### config.mk
export PLATFORM = sky130hd
export DESIGN_NAME = data_lsu
export DESIGN_NICKNAME = d
export VERILOG_FILES = /design/src/rtl/data_lsu_pkg.sv /design/src/rtl/lsu_load_align.sv /design/src/rtl/data_lsu.sv
export SDC_FILE = /design/constraint.sdc
export NUM_CORES = 1
export LEC_CHECK = 0
export CORE_MARGIN = 3
export CORE_UTILIZATION = 43
export CTS_BUF_LIST = sky130_fd_sc_hd__clkbuf_4 sky130_fd_sc_hd__clkbuf_8 sky130_fd_sc_hd__clkbuf_16
export CTS_CLUSTER_SIZE = 8
export DETAILED_ROUTE_END_ITERATION = 8
export GPL_TIMING_DRIVEN = 1
export PLACE_DENSITY = 0.81
export SYNTH_ARGS = -nofsm -noshare
export SYNTH_HDL_FRONTEND = slang
export SYNTH_SLANG_ARGS = --single-unit
export TNS_END_PERCENT = 10
### constraint.sdc
create_clock -name clk -period 2.15 [get_ports clk]
set_input_delay 0.43 -clock clk [delete_from_list [all_inputs] [get_ports clk]]
set_output_delay 0.43 -clock clk [all_outputs]
set_load 0.02 [all_outputs]
### src/rtl/data_lsu_pkg.sv
// Shared types for the load/store unit: access sizes, FSM states and the
// alignment fault rule.
package data_lsu_pkg;

    typedef enum logic [1:0] {
        BYTE        = 2'd0,
        HALF_WORD   = 2'd1,
        WORD        = 2'd2,
        DOUBLE_WORD = 2'd3
    } mem_access_size_t;

    typedef enum logic [1:0] {
        IDLE = 2'd0,
        REQ  = 2'd1,
        RSP  = 2'd2,
        DONE = 2'd3
    } lsu_state_t;

    // DOUBLE_WORD has no legal encoding on a 32-bit data bus, so it always faults.
    function automatic logic is_misaligned(input mem_access_size_t size,
                                           input logic [1:0]       off);
        logic mis;
        case (size)
            BYTE:      mis = 1'b0;
            HALF_WORD: mis = off[0];
            WORD:      mis = |off;
            default:   mis = 1'b1;
        endcase
        return mis;
    endfunction

endpackage

### src/rtl/lsu_load_align.sv
// Load-data aligner: moves the addressed byte/half down to bit 0 and
// sign- or zero-extends it to the register width.
module lsu_load_align
    import data_lsu_pkg::*;
#(
    parameter int XLEN = 32
) (
    input  logic [XLEN-1:0]  raw,
    input  logic [1:0]       off,
    input  mem_access_size_t size,
    input  logic             zero_extnd,
    output logic [XLEN-1:0]  data
);

    logic [XLEN-1:0] shifted;
    logic            fill;

    // NOTE: every signal written here gets a default first so no path leaves
    // it unassigned, which would otherwise infer a latch.
    always_comb begin
        shifted = raw >> {off, 3'b000};
        fill    = 1'b0;
        data    = raw;
        case (size)
            BYTE: begin
                fill = ~zero_extnd & shifted[7];
                data = {{(XLEN-8){fill}}, shifted[7:0]};
            end
            HALF_WORD: begin
                fill = ~zero_extnd & shifted[15];
                data = {{(XLEN-16){fill}}, shifted[15:0]};
            end
            default: data = raw;
        endcase
    end

endmodule

### src/rtl/data_lsu.sv
// Single-outstanding load/store unit: issues one valid/ready memory request
// per instruction, aligns store lanes and returns extended load data.
module data_lsu
    import data_lsu_pkg::*;
#(
    parameter int XLEN   = 32,
    parameter int ADDR_W = 32
) (
    input  logic              clk,
    input  logic              reset,
    input  logic              data_req,
    input  logic              data_wr,
    input  logic [1:0]        data_byte,
    input  logic              zero_extnd,
    input  logic [ADDR_W-1:0] addr,
    input  logic [XLEN-1:0]   wr_data,
    output logic              mem_req_valid,
    input  logic              mem_req_ready,
    output logic [ADDR_W-1:0] mem_addr,
    output logic              mem_wr,
    output logic [3:0]        mem_byte_en,
    output logic [XLEN-1:0]   mem_wr_data,
    input  logic              mem_rsp_valid,
    input  logic [XLEN-1:0]   mem_rsp_data,
    output logic              lsu_stall,
    output logic              ld_valid,
    output logic [XLEN-1:0]   ld_data,
    output logic              misaligned
);

    lsu_state_t       state;
    logic [1:0]       off_q;
    mem_access_size_t size_q;
    logic             zext_q;

    mem_access_size_t size_in;
    logic [3:0]       be_next;
    logic [XLEN-1:0]  wd_next;
    logic             mis_next;
    logic [XLEN-1:0]  align_data;

    assign size_in  = mem_access_size_t'(data_byte);
    assign mis_next = is_misaligned(size_in, addr[1:0]);

    // Reads drive the same lane enables as writes of the same size.
    always_comb begin
        be_next = 4'b0000;
        wd_next = wr_data;
        case (size_in)
            BYTE: begin
                be_next = 4'b0001 << addr[1:0];
                wd_next = {4{wr_data[7:0]}};
            end
            HALF_WORD: begin
                be_next = 4'b0011 << addr[1:0];
                wd_next = {2{wr_data[15:0]}};
            end
            WORD:    be_next = 4'b1111;
            default: be_next = 4'b0000;
        endcase
    end

    lsu_load_align #(.XLEN(XLEN)) u_load_align (
        .raw        (mem_rsp_data),
        .off        (off_q),
        .size       (size_q),
        .zero_extnd (zext_q),
        .data       (align_data)
    );

    assign lsu_stall = ((state == IDLE) && data_req) || (state == REQ) || (state == RSP);

    // NOTE: state and registered outputs use non-blocking assignments so every
    // register samples pre-edge values regardless of statement order.
    always_ff @(posedge clk) begin
        if (reset) begin
            state         <= IDLE;
            off_q         <= 2'b00;
            size_q        <= BYTE;
            zext_q        <= 1'b0;
            mem_req_valid <= 1'b0;
            mem_addr      <= '0;
            mem_wr        <= 1'b0;
            mem_byte_en   <= 4'b0000;
            mem_wr_data   <= '0;
            ld_valid      <= 1'b0;
            ld_data       <= '0;
            misaligned    <= 1'b0;
        end else begin
            case (state)
                IDLE: begin
                    if (data_req) begin
                        off_q  <= addr[1:0];
                        size_q <= size_in;
                        zext_q <= zero_extnd;
                        if (mis_next) begin
                            // Faulting access completes without touching the bus.
                            state      <= DONE;
                            misaligned <= 1'b1;
                            ld_valid   <= ~data_wr;
                            if (!data_wr) ld_data <= '0;
                        end else begin
                            state         <= REQ;
                            mem_req_valid <= 1'b1;
                            mem_addr      <= {addr[ADDR_W-1:2], 2'b00};
                            mem_wr        <= data_wr;
                            mem_byte_en   <= be_next;
                            mem_wr_data   <= wd_next;
                        end
                    end
                end
                REQ: begin
                    if (mem_req_ready) begin
                        mem_req_valid <= 1'b0;
                        state         <= RSP;
                    end
                end
                RSP: begin
                    if (mem_rsp_valid) begin
                        state <= DONE;
                        if (!mem_wr) begin
                            ld_valid <= 1'b1;
                            ld_data  <= align_data;
                        end
                    end
                end
                DONE: begin
                    ld_valid   <= 1'b0;
                    misaligned <= 1'b0;
                    state      <= IDLE;
                end
                default: state <= IDLE;
            endcase
        end
    end

endmodule
Yosys cells after proc, flatten, opt, wreduce, memory -nomap -nowiden
Cells that the tools add are included.
- word-level logic and storage cells: 78
- register bits: 109
- output and inout port bits: 105
- input bits: 105
- equal/unequal tests: 13
- multiplexer cells: 27
- shifts and indexed selects: 3
- bitwise gates (word level): 5
- reductions and logical operators: 18
- operator list (kind ; count):
    32-bit case mux with 2 select lines ; 3
    32-bit two-way mux ; 5
    32-bit by 5-bit >> shifter with 16-bit output ; 1
    2-bit inequality test, second input constant ; 7
    4-bit case mux with 3 select lines ; 1
    1-bit two-way mux ; 9
    3-bit AND reduction ; 3
    2-bit two-way mux ; 4
    2-bit case mux with 4 select lines ; 1
    2-bit by 1-bit equality test with 1-bit output, second input constant ; 3
    2-bit equality test, second input constant ; 3
    2-bit logical NOT ; 3
    1-bit case mux with 3 select lines ; 2
    6-bit AND reduction ; 1
    2-bit nonzero test ; 3
    5-bit AND reduction ; 1
    1-bit case mux with 2 select lines ; 2
    4-bit AND reduction ; 1
    1-bit by 2-bit << shifter with 4-bit output, first input constant ; 1
    2-bit by 2-bit << shifter with 4-bit output, first input constant ; 1
    1-bit NOT ; 3
    3-bit nonzero test ; 1
    1-bit AND ; 2
    1-bit logical OR ; 2
    other kinds (3) ; 3

Longest topological paths before layout
- word-level depth: 6
- depth in mapped cells: 9
- mapped depth without buffers: 7

Hierarchy
From an unflattened synthesis, not the netlist that was laid out.
- cells, all modules: 597
- area total of the unflattened synthesis: 5023.6 sq um
- modules (own cells, without submodules) (module ; area an instance (sq um) ; seq. area each (sq um) ; instances ; cells each):
    data_lsu ; 4282.9 ; 2182.1 ; 1 ; 484
    lsu_load_align ; 740.7 ; 0.0 ; 1 ; 113

Worst setup path after synthesis
Ideal clock, no wire load.
- path kind: reg-to-reg
- start point: register state[0]
- end point: register ld_data[21]
- period minus slack after synthesis: 1.858 ns
- data required time: 2.080 ns
- library setup time: 0.070 ns
- buffers on the path: 1
- path slack: 0.292 ns
- arrival time: 1.787 ns
- cell stages (with the launch flop): 9
- path through: dfxtp_1 -> inv_1 -> ha_1 -> inv_1 -> nor3_1 -> o211ai_4 -> buf_6 -> or3_1 -> a21oi_1
- longest elaborated chain between the ends: 3
- elaborated cells between the ends (all ways): 10
- classes of those cells: 6 x eq/ne; 1 x mux; 3 x reduce/logical
- ends and longest elaborated chain (item ; line ; text):
    from (decl) ; data_lsu.sv:31 ; lsu_state_t state;
    from (signal assigned) ; data_lsu.sv:77 ; state <= IDLE;
    from (signal assigned) ; data_lsu.sv:98 ; state <= DONE;
    from (signal assigned) ; data_lsu.sv:103 ; state <= REQ;
    2-bit equality test / 2-bit logical NOT (equally long branches) ; data_lsu.sv:90 ; case (state)
    2-bit inequality test (no source line) / 2-bit nonzero test (equally long branches) ; - ;
    6-bit AND reduction (no source line) ; - ;
    to (signal assigned) ; data_lsu.sv:123 ; ld_data <= align_data;
    to (decl) ; data_lsu.sv:27 ; output logic [XLEN-1:0] ld_data,
Parallel ways exist; a longest one is shown, timed or not.
A chain may end at the register's enable or synchronous reset.

Final worst setup path
- start point: register state[1]
- end point: output lsu_stall
- longest elaborated chain between the ends: 4
- elaborated cells between the ends (all ways): 6
- classes of those cells: 2 x eq/ne; 4 x reduce/logical
- ends and longest elaborated chain (item ; line ; text):
    2-bit logical NOT ; data_lsu.sv:71 ; assign lsu_stall = ((state == IDLE) && data_req) || (state == REQ) || (state == RSP);
    1-bit logical AND ; data_lsu.sv:71 ;
    1-bit logical OR ; data_lsu.sv:71 ;
    1-bit logical OR * ; data_lsu.sv:71 ;
    to (decl) ; data_lsu.sv:25 ; output logic lsu_stall,
Every way passes the cells marked *; elsewhere a longest branch is shown, timed or not.

==> flow_summary.json <==
{
  "portBuffers": 207,
  "clock_path_buffers": 2,
  "vias": 5560,
  "area_growth_pct": 53.9,
  "required_ps": 1720,
  "htreeDepth": 3,
  "r2r_setup_slack_ps": 130,
  "drt-total-wl_um": 17000,
  "pre_cts_slack_ps": -137,
  "status": "finished, final reports clean",
  "layout-drive-gt1-share": 0.0783,
  "maxCapViolCount": 0,
  "hp-start": "mem_byte_en[3]",
  "grt_max_degree": 101,
  "yosysUniqueCellTypes": 36,
  "design.core.area_um2": 11100,
  "max_slew_margin": 0.638,
  "synth-seq-area-share": 0.433,
  "crit_path_start": "state[1]",
  "overflow": 0,
  "clk_latency_ps": 340,
  "slew_viol_final": 0,
  "power.density_nw_per_um2": 919,
  "ant_nets": 0,
  "drtPass1Iterations": 7,
  "syn_inst": 658,
  "die-area_um2": 13100,
  "grt_usage": 0.257,
  "setup_ws_ps": 111,
  "whs_endpoint": "mem_byte_en[3]",
  "ys_warn_count": 0,
  "ys_seq_elements": 109,
  "worstSetupPathType": "reg -> out",
  "ioPinCount": 210,
  "placed_cell_area_um2": 7450,
  "place_congestion": 0.943,
  "numCtsBuffers": 9,
  "cts_tree": "built",
  "grt_pass1_wl_um": 27000,
  "route.detailed.drc": 0,
  "worstPathArrival_ps": 1610,
  "die_x_um": 114,
  "vdd_ir_drop_max_mv": 0.702,
  "die_y_um": 114,
  "nNetsFinal": 973,
  "clk_pin_slew_worst_paths_ps": 70,
  "r2r_start": "state[1]",
  "hold_viol_final": 0,
  "hpwl_um": 12600,
  "endpoint_kind": "output port",
  "tightestPinTransition_ps": 541,
  "grt_antenna_before_repair": 0,
  "yosys.area.top_type": "dfxtp_1",
  "synth.top_cells.by_area": "dfxtp_1 (43%), nand2_1 (12%), a21oi_1 (11%)",
  "worstSetupStartpointType": "flip-flop",
  "grt_pass1_vias": 5514,
  "max_freq_ghz": 0.490,
  "synth_top_area_frac": 0.433,
  "holdPathStages": 2,
  "clock_skew_ps": 8.61,
  "num_rows": 38,
  "drt_iter0_drc": 388,
  "num_antenna_cells": 0,
  "reg2regPathDepth": 7,
  "path_max_fanout": 6,
  "clock-root-buffer": "clkbuf_16",
  "fin_crit_sh": 0.949,
  "start_util": 0.453,
  "hold_ws_ps": 453,
  "utilization": 0.697,
  "p_total_mw": 7.12,
  "viasPerCell": 5.52,
  "min_period_ps": 2040,
  "most-common-layout-cells": "clkdlybuf4s50_1 (205), nand2_1 (158), a21oi_1 (109), dfxtp_1 (109), buf_4 (39)",
  "fin_area_um2": 7760,
  "avgSynthCellArea_um2": 7.66,
  "hp-class": "reg -> reg",
  "netlist_area_um2": 5040,
  "setup_viol_count_final": 0,
  "reg2reg_to": "ld_data[27]",
  "wire_per_inst_um": 16.9,
  "clkSinkCount": 109,
  "power_leakage_nw": 2.83,
  "mostFrequentLayoutCell": "clkdlybuf4s50_1"
}
==> cells by family (layout without fill, tap and decap cells) <==
group | Yosys count | after routing | synth area share
adders and majority gates | 5 | 5 | 0.0124
other | 1 | 2 | 0.000744
muxes | 32 | 32 | 0.0668
buffers and inverters | 72 | 281 | 0.0591
AOI/OAI and AO/OA | 195 | 195 | 0.227
and+or+nand+nor | 244 | 244 | 0.201
DFF | 109 | 109 | 0.433
==> critical path, stage by stage, from the launching register on <==
cell           delay (ps)
dfxtp_1               430
inv_1                 110
ha_1                  240
nor2_1                120
nand2_1                50
dlygate4sd2_1         310
==> sequential cells by signal (all words and copies together), names as in the netlist <==
register / cells
mem_req_valid: 1
mem_addr: 30
mem_wr_data: 32
ld_valid: 1
state: 2
misaligned: 1
size_q: 2
ld_data: 32
zext_q: 1
off_q: 2
mem_byte_en: 4
mem_wr: 1
==> timing repair <==
action,4_1_cts,5_1_grt
gates resized for setup,2,2
setup endpoints to repair,1,26
hold buffers,0,0
hold endpoints to repair,0,0
setup buffers,0,0
==> per-layer routing <==
layer	share of wire	up-vias	routed length, um	track usage
met5	0	-	0	0
met4	0.028	0	472	0.0958
met3	0.12	35	2060	0.109
met2	0.48	282	8200	0.443
met1	0.37	2568	6320	0.280
li1	-	2675	-	-
==> cell type report <==
cell class              count  area (um^2)
clock buffers              10          233
multi-input cells         478         2590
clock inverters             6         68.8
well taps                 140          175
flip-flops and latches    109         2180
inverters                  15         56.3
fillers                   895         3370
repair buffers            250         2450
==> power by group <==
| group | leakage, nW | internal [mW] | switching [mW] |
|---|---|---|---|
| clock network | 0.147 | 0.928 | 0.751 |
| logic | 1.79 | 1.33 | 1.58 |
| registers | 0.888 | 2.33 | 0.204 |
==> stage by stage <==
step                instances  setup TNS (ps)
floorplan                 659               0
global route             1008           -2.94
finish                   1008               0
CTS                      1008               0
global placement          992            -797
detailed placement        992           -3610
==> Yosys cell counts, drive strengths merged <==
| library cell | instances |
|---|---|
| inv | 15 |
| a311o | 1 |
| ha | 5 |
| a31o | 1 |
| o21ai | 30 |
| or3 | 18 |
| a311oi | 8 |
| a211oi | 9 |
| mux4 | 1 |
| o211ai | 3 |
| o221ai | 3 |
| nand2 | 158 |
| nor3 | 4 |
| a31oi | 6 |
| o31ai | 4 |
| o21bai | 1 |
| conb | 1 |
| a21oi | 109 |
| a2111oi | 3 |
| nand3 | 16 |
| o22ai | 4 |
| or2 | 1 |
| a221oi | 1 |
| clkbuf | 39 |
| a211o | 4 |
| dfxtp | 109 |
| nor2b | 4 |
| nand2b | 6 |
| a22oi | 8 |
| buf | 18 |
| mux2i | 31 |
| nor2 | 37 |
==> worst max path at each step <==
stage	slack [ps]	depth (start not counted)	end
5_1_grt	-2	5	lsu_stall
6_report	110	5	lsu_stall
3_5_place_dp	-140	8	mem_wr_data[13]
4_1_cts	40	7	ld_data[27]
3_3_place_gp	-40	7	ld_data[29]
2_1_floorplan	290	8	ld_data[21]
Note: power is estimated with default switching activity, not from simulation.
